<file path="config.mk">
export PLATFORM = sky130hd
export DESIGN_NAME = adma_engine
export DESIGN_NICKNAME = d
export VERILOG_FILES = /design/src/rtl/adma_engine.sv
export SDC_FILE = /design/constraint.sdc
export NUM_CORES = 1
export LEC_CHECK = 0
export ABC_AREA = 1
export CAP_MARGIN = 10
export CELL_PAD_IN_SITES_DETAIL_PLACEMENT = 1
export CELL_PAD_IN_SITES_GLOBAL_PLACEMENT = 1
export CORE_UTILIZATION = 38
export DETAILED_ROUTE_END_ITERATION = 8
export PLACE_DENSITY_LB_ADDON = 0.1
export SLEW_MARGIN = 20
export SYNTH_ARGS = -nofsm -noshare
export SYNTH_HDL_FRONTEND = slang
export SYNTH_SLANG_ARGS = --single-unit
</file>
<file path="constraint.sdc">
create_clock -name clk -period 9.5 [get_ports clk]
set_clock_uncertainty 0.2 [all_clocks]
set_input_delay 1.425 -clock clk [delete_from_list [all_inputs] [get_ports clk]]
set_output_delay 1.425 -clock clk [all_outputs]
set_load 0.03 [all_outputs]
</file>
<file path="src/rtl/adma_engine.sv">
// adma_engine
//   Simplified ADMA transfer sequencer. It walks a system address across a
//   number of fixed-size blocks. It publishes each block's start address and
//   reports 4 KiB page crossings, completion and parameter errors over
//   valid/ack handshakes.
//
// Ports
//   clk, reset                    clock, asynchronous active-high reset
//   Initial_ADMA_System_Address   start address, captured when a transfer starts
//   Block_Size_Register           [11:0] block size in bytes
//   Block_Count_Register          block count (used when multi-block + count enable)
//   Transfer_Mode_Register        [0] DMA enable, [1] block count enable, [5] multi-block
//   Present_State_Register        [1] DAT inhibit
//   Block_Gap_Control_Register    [0] stop at gap, [1] continue
//   Command_Register              [5] data present
//   DMA_Interrupt / enb_ / ack_   page-crossing event handshake
//   ADMA_Error / enb_ / ack_      parameter error handshake
//   Transfer_complete / enb_ / ack_  completion handshake
//   ADMA_System_Address_Register / enb_ / ack_  current block address handshake
module adma_engine (
  input  logic        clk,
  input  logic        reset,
  input  logic [63:0] Initial_ADMA_System_Address,
  input  logic [15:0] Block_Size_Register,
  input  logic [15:0] Block_Count_Register,
  input  logic [15:0] Transfer_Mode_Register,
  input  logic [31:0] Present_State_Register,
  input  logic [7:0]  Block_Gap_Control_Register,
  input  logic [15:0] Command_Register,
  output logic        DMA_Interrupt,
  output logic        ADMA_Error,
  output logic        Transfer_complete,
  output logic [63:0] ADMA_System_Address_Register,
  output logic        enb_DMA_Interrupt,
  input  logic        ack_DMA_Interrupt,
  output logic        enb_ADMA_Error,
  input  logic        ack_ADMA_Error,
  output logic        enb_Transfer_complete,
  input  logic        ack_Transfer_complete,
  output logic        enb_ADMA_System_Address_Register,
  input  logic        ack_ADMA_System_Address_Register
);

  typedef enum logic [2:0] {
    S_STOP, S_FDS, S_CADR, S_TFR, S_INT, S_GAP, S_DONE, S_ERR
  } state_t;

  state_t      r_state;
  logic [63:0] r_addr;
  logic [15:0] r_cnt;

  logic        w_dma_en;
  logic        w_start;
  logic [11:0] w_bsize;
  logic [63:0] w_next_addr;
  logic        w_cross;
  logic        w_param_err;
  logic [15:0] w_cnt_init;
  logic        w_unused;

  assign w_dma_en    = Transfer_Mode_Register[0];
  assign w_start     = Transfer_Mode_Register[0] & Command_Register[5] & ~Present_State_Register[1];
  assign w_bsize     = Block_Size_Register[11:0];
  assign w_next_addr = r_addr + {52'd0, w_bsize};
  assign w_cross     = (w_next_addr[63:12] != r_addr[63:12]);
  assign w_param_err = (w_bsize == 12'd0) ||
                       (Transfer_Mode_Register[1] && Transfer_Mode_Register[5] &&
                        (Block_Count_Register == 16'd0));
  // Multi-block without a count enable runs for the maximum count.
  assign w_cnt_init  = !Transfer_Mode_Register[5] ? 16'd1 :
                       (Transfer_Mode_Register[1] ? Block_Count_Register : '1);

  assign w_unused = ^{Block_Size_Register[15:12], Transfer_Mode_Register[15:6],
                      Transfer_Mode_Register[4:2], Present_State_Register[31:2],
                      Present_State_Register[0], Block_Gap_Control_Register[7:2],
                      Command_Register[15:6], Command_Register[4:0]};

  always_ff @(posedge clk or posedge reset) begin
    if (reset) begin
      r_state                          <= S_STOP;
      r_addr                           <= '0;
      r_cnt                            <= '0;
      DMA_Interrupt                    <= 1'b0;
      ADMA_Error                       <= 1'b0;
      Transfer_complete                <= 1'b0;
      ADMA_System_Address_Register     <= '0;
      enb_DMA_Interrupt                <= 1'b0;
      enb_ADMA_Error                   <= 1'b0;
      enb_Transfer_complete            <= 1'b0;
      enb_ADMA_System_Address_Register <= 1'b0;
    end else if ((r_state != S_STOP) && !w_dma_en) begin
      // Abort outranks every other transition and clears every output.
      r_state                          <= S_STOP;
      DMA_Interrupt                    <= 1'b0;
      ADMA_Error                       <= 1'b0;
      Transfer_complete                <= 1'b0;
      ADMA_System_Address_Register     <= '0;
      enb_DMA_Interrupt                <= 1'b0;
      enb_ADMA_Error                   <= 1'b0;
      enb_Transfer_complete            <= 1'b0;
      enb_ADMA_System_Address_Register <= 1'b0;
    end else begin
      case (r_state)
        S_STOP: begin
          if (w_start) begin
            r_addr  <= Initial_ADMA_System_Address;
            r_cnt   <= w_cnt_init;
            r_state <= S_FDS;
          end
        end
        S_FDS: begin
          if (w_param_err) begin
            ADMA_Error     <= 1'b1;
            enb_ADMA_Error <= 1'b1;
            r_state        <= S_ERR;
          end else begin
            ADMA_System_Address_Register     <= r_addr;
            enb_ADMA_System_Address_Register <= 1'b1;
            r_state                          <= S_CADR;
          end
        end
        S_CADR: begin
          if (ack_ADMA_System_Address_Register) begin
            enb_ADMA_System_Address_Register <= 1'b0;
            r_state                          <= S_TFR;
          end
        end
        S_TFR: begin
          r_addr <= w_next_addr;
          r_cnt  <= r_cnt - 16'd1;
          if (w_cross) begin
            DMA_Interrupt     <= 1'b1;
            enb_DMA_Interrupt <= 1'b1;
            r_state           <= S_INT;
          end else if (r_cnt == 16'd1) begin
            Transfer_complete     <= 1'b1;
            enb_Transfer_complete <= 1'b1;
            r_state               <= S_DONE;
          end else if (Block_Gap_Control_Register[0]) begin
            r_state <= S_GAP;
          end else begin
            ADMA_System_Address_Register     <= w_next_addr;
            enb_ADMA_System_Address_Register <= 1'b1;
            r_state                          <= S_CADR;
          end
        end
        S_INT: begin
          // r_cnt was already decremented in TFR, so zero here means the
          // block just finished was the last one.
          if (ack_DMA_Interrupt) begin
            DMA_Interrupt     <= 1'b0;
            enb_DMA_Interrupt <= 1'b0;
            if (r_cnt == 16'd0) begin
              Transfer_complete     <= 1'b1;
              enb_Transfer_complete <= 1'b1;
              r_state               <= S_DONE;
            end else if (Block_Gap_Control_Register[0]) begin
              r_state <= S_GAP;
            end else begin
              ADMA_System_Address_Register     <= r_addr;
              enb_ADMA_System_Address_Register <= 1'b1;
              r_state                          <= S_CADR;
            end
          end
        end
        S_GAP: begin
          if (Block_Gap_Control_Register[1]) begin
            ADMA_System_Address_Register     <= r_addr;
            enb_ADMA_System_Address_Register <= 1'b1;
            r_state                          <= S_CADR;
          end
        end
        S_DONE: begin
          if (ack_Transfer_complete) begin
            Transfer_complete     <= 1'b0;
            enb_Transfer_complete <= 1'b0;
            r_state               <= S_STOP;
          end
        end
        S_ERR: begin
          if (ack_ADMA_Error) begin
            ADMA_Error     <= 1'b0;
            enb_ADMA_Error <= 1'b0;
            r_state        <= S_STOP;
          end
        end
        default: r_state <= S_STOP;
      endcase
    end
  end

endmodule

</file>
==> run summary <==
status: finished clean
Synth Area in Compound Gates: 13.71%
XOR/XNOR Fraction of Synth Area: 0.4129%
Seq/Total Area, Yosys: 35.63%
Worst setup SP type: primary input
initial antenna violation count: 0
Synth area leaders: dfrtp_1 36%, nand2_1 19%, nand3_1 8.2%
Ports: 245
routability-driven placement congestion ratio: 0.9361
Synth async-reset ratio: 100.0%
Hold Path End: ADMA_System_Address_Register[5]
final instance area: 13100 um^2
Clock Root Buffer: clkbuf_16
share of cells above drive strength 1: 4.385%
Leakage: 6.145 nW
EDFF count, synth: 0
GRT overflow: 0
cell family with most CP delay: simple AND/OR/NAND/NOR gates
Clock Power Share: 16.0%
slowest stage delay, CP: 0.67 ns
crit-path cells: clkdlybuf4s50_1 > ha_1 > a21oi_1 > o21ai_1 > inv_1 > nand3_4 > o21ai_4 > nand2_4 > nor2_8 > nand3b_1 > nand2_1
Worst Path Arrival: 4.56 ns
initial DRC count: 825
initial core utilization: 39.02%
dominant cell by count in the synthesized netlist: nand2_1
ant diodes: 0
total track usage: 28.61%
YS warnings: 0
Yosys reg bits: 151
crit path time final: 4.389 ns
Sink Count: 151
Reg power frac: 27.6%
CTS resizes: 0
WHS: 0.2786 ns
Post-Synth Adder-Cell Area: 1.840%
Die Ht: 169.1 um
worst r2r path cells: 10
DRC: 0
TritonCTS Buffers: 17
Core Rows: 60
hold_sp: ADMA_System_Address_Register[5]
period utilisation layout: 46.20%
clock slew at reported path FFs: 0.07 ns
Setup Buffers After CTS: 0
synthesized area per cell: 6.567 um^2
Syn Inst Count: 1615
worst flop-to-flop path endpoint: r_cnt[15]
Worst Hold Class: flop to flop
Max Clock Freq: 0.2278 GHz
I/O Buffers: 175
Max Buffers Root-to-Sink: 2
Distinct cells, synth: 50
final slew viol count: 0
relative slew slack: 31.88%
area post-placement: 12470 um^2
crit path buf inv count: 2
number of nets still failing antenna checks after routing: 0
Area Overhead vs Synth: 23.53%
switching power: 2.447 mW
Vias: 11420
CP endpoint kind: flop
H-tree Lvls: 4
mux contribution to synthesized area: 0%
CTS Hold Buffers Added: 0
final setup fails: 0
Simple-Gate Fraction of Synth Area: 39.17%
placed wire-length estimate: 29100 um
Slowest cell on crit path: nor2_8
Die Width: 169.1 um
Synth Net Count: 1804
FF-to-FF setup slack: 5.32 ns
Via-to-Cell Ratio: 5.367
Initial DRT Pass Iterations: 5
Max VDD drop: 274.3 uV
pwr/cell area: 364.3 nW/um^2
Combinational Power Share: 56.4%
Core Box Area: 27180 um^2
Post-synth top flop: dfrtp_1
global-route wire length before repair: 63420 um
Max Cap Viol: 0
Wirelength per Cell: 18.75 um
largest family of logic cells by synthesized area: simple AND/OR/NAND/NOR gates
worst slew pin tran: 1.022 ns
Hold Crit Depth: 2
Hold Fails Final Rpt: 0
Worst-Skew Late Latency: 0.44 ns
die area: 28580 um^2
overall routed net length: 39910 um
crit path kind: primary input to flop
worst r2r src: r_state[1]
most common library cells after synthesis: 529 x nand2_1, 173 x nand3_1, 169 x nor2_1
Mapped Area: 10610 um^2
Crit. Startpoint: Block_Size_Register[11]
pin count of the biggest net entering global routing: 92
Int Power: 2.324 mW
Synth area leader: dfrtp_1
worst-path maximum fanout: 64
CP required: 9.67 ns
setup TNS: 0 ns
CTS tree: done
Power Total: 4.772 mW
vias in the first global route: 11350
Yosys top cell area share: 35.63%
fin nets: 1933
RSZ-0062 raised after global routing: false
Sw Ratio: 51.29%
placed cells by master (no fill, tap or decap), drive strengths merged, types with 14 or more instances in the layout:
| cell type | n |
|---|---|
| nor3 | 26 |
| clkbuf | 18 |
| a21oi | 96 |
| nand2 | 535 |
| nand4 | 25 |
| inv | 150 |
| a22oi | 33 |
| clkdlybuf4s50 | 175 |
| nor2 | 175 |
| o21ai | 93 |
| nand3 | 174 |
| ha | 14 |
| dfrtp | 151 |
| nand3b | 18 |
sequential cells by signal, indices dropped and copies added, names as in the netlist:
| signal | cells |
|---|---|
| r_addr | 64 |
| enb_Transfer_complete | 1 |
| enb_DMA_Interrupt | 1 |
| enb_ADMA_System_Address_Register | 1 |
| enb_ADMA_Error | 1 |
| r_cnt | 16 |
| r_state | 3 |
| ADMA_System_Address_Register | 64 |
kinds of logic after synthesis:
kind of cell | Yosys count
adder cells (fa/ha/maj) | 15
AND/OR/NAND/NOR | 971
XOR/XNOR | 5
buffers and inverters | 221
flip-flops | 151
AO/OA/AOI/OAI | 252
how the worst max path moves through the flow:
stage | to | slack, ns | cells past startpoint
6_report | ADMA_System_Address_Register[42] | 5.11 | 11
5_1_grt | ADMA_System_Address_Register[51] | 4.89 | 11
4_1_cts | ADMA_System_Address_Register[51] | 5.12 | 11
3_5_place_dp | ADMA_System_Address_Register[51] | 4.67 | 11
3_3_place_gp | ADMA_System_Address_Register[51] | 4.72 | 11
2_1_floorplan | ADMA_System_Address_Register[0] | 3.81 | 1
cell type report:
cell class                 count  area, um^2
sequential                   151        3779
timing repair buffer         182        1804
inverter                     149       565.5
tap                          372       465.4
clock buffer                  18       439.2
clock inverter                13       195.2
multi-input combinational   1243        5852
fill                        3578       14080
worst min-delay path, cell delays in order (launching register included):
cell and delay (ns):
dfrtp_1 0.34, nand2_1 0.05, nand2_1 0.05
metrics by stage:
stage / util (%) / setup WS [ns] / std cells
2_1_floorplan: - / 3.810 / 1615
3_3_place_gp: 45.87 / 4.718 / 2097
3_5_place_dp: 45.87 / 4.673 / 2097
4_1_cts: 48.20 / 5.122 / 2128
5_1_grt: 48.20 / 4.887 / 2128
6_report: 48.20 / 5.111 / 2128
power groups by stage:
| stage | registers, mW | logic [mW] | clock network [mW] |
|---|---|---|---|
| floorplan | 1.46 | 1.69 | 0 |
| global placement | 1.30 | 2.64 | 0 |
| detailed placement | 1.31 | 2.70 | 0 |
| CTS | 1.31 | 2.72 | 0.777 |
| global route | 1.36 | 3.00 | 0.794 |
| finish | 1.32 | 2.69 | 0.763 |
metal layers:
layer	vias to the layer above	track usage, %	share of wire, %
li1	5542	-	-
met2	263	44.99	45
met1	5578	41.96	50
met3	38	2.782	3.8
met5	-	0	0
met4	0	7.246	1.7
Power figures use the tool's default switching activity.
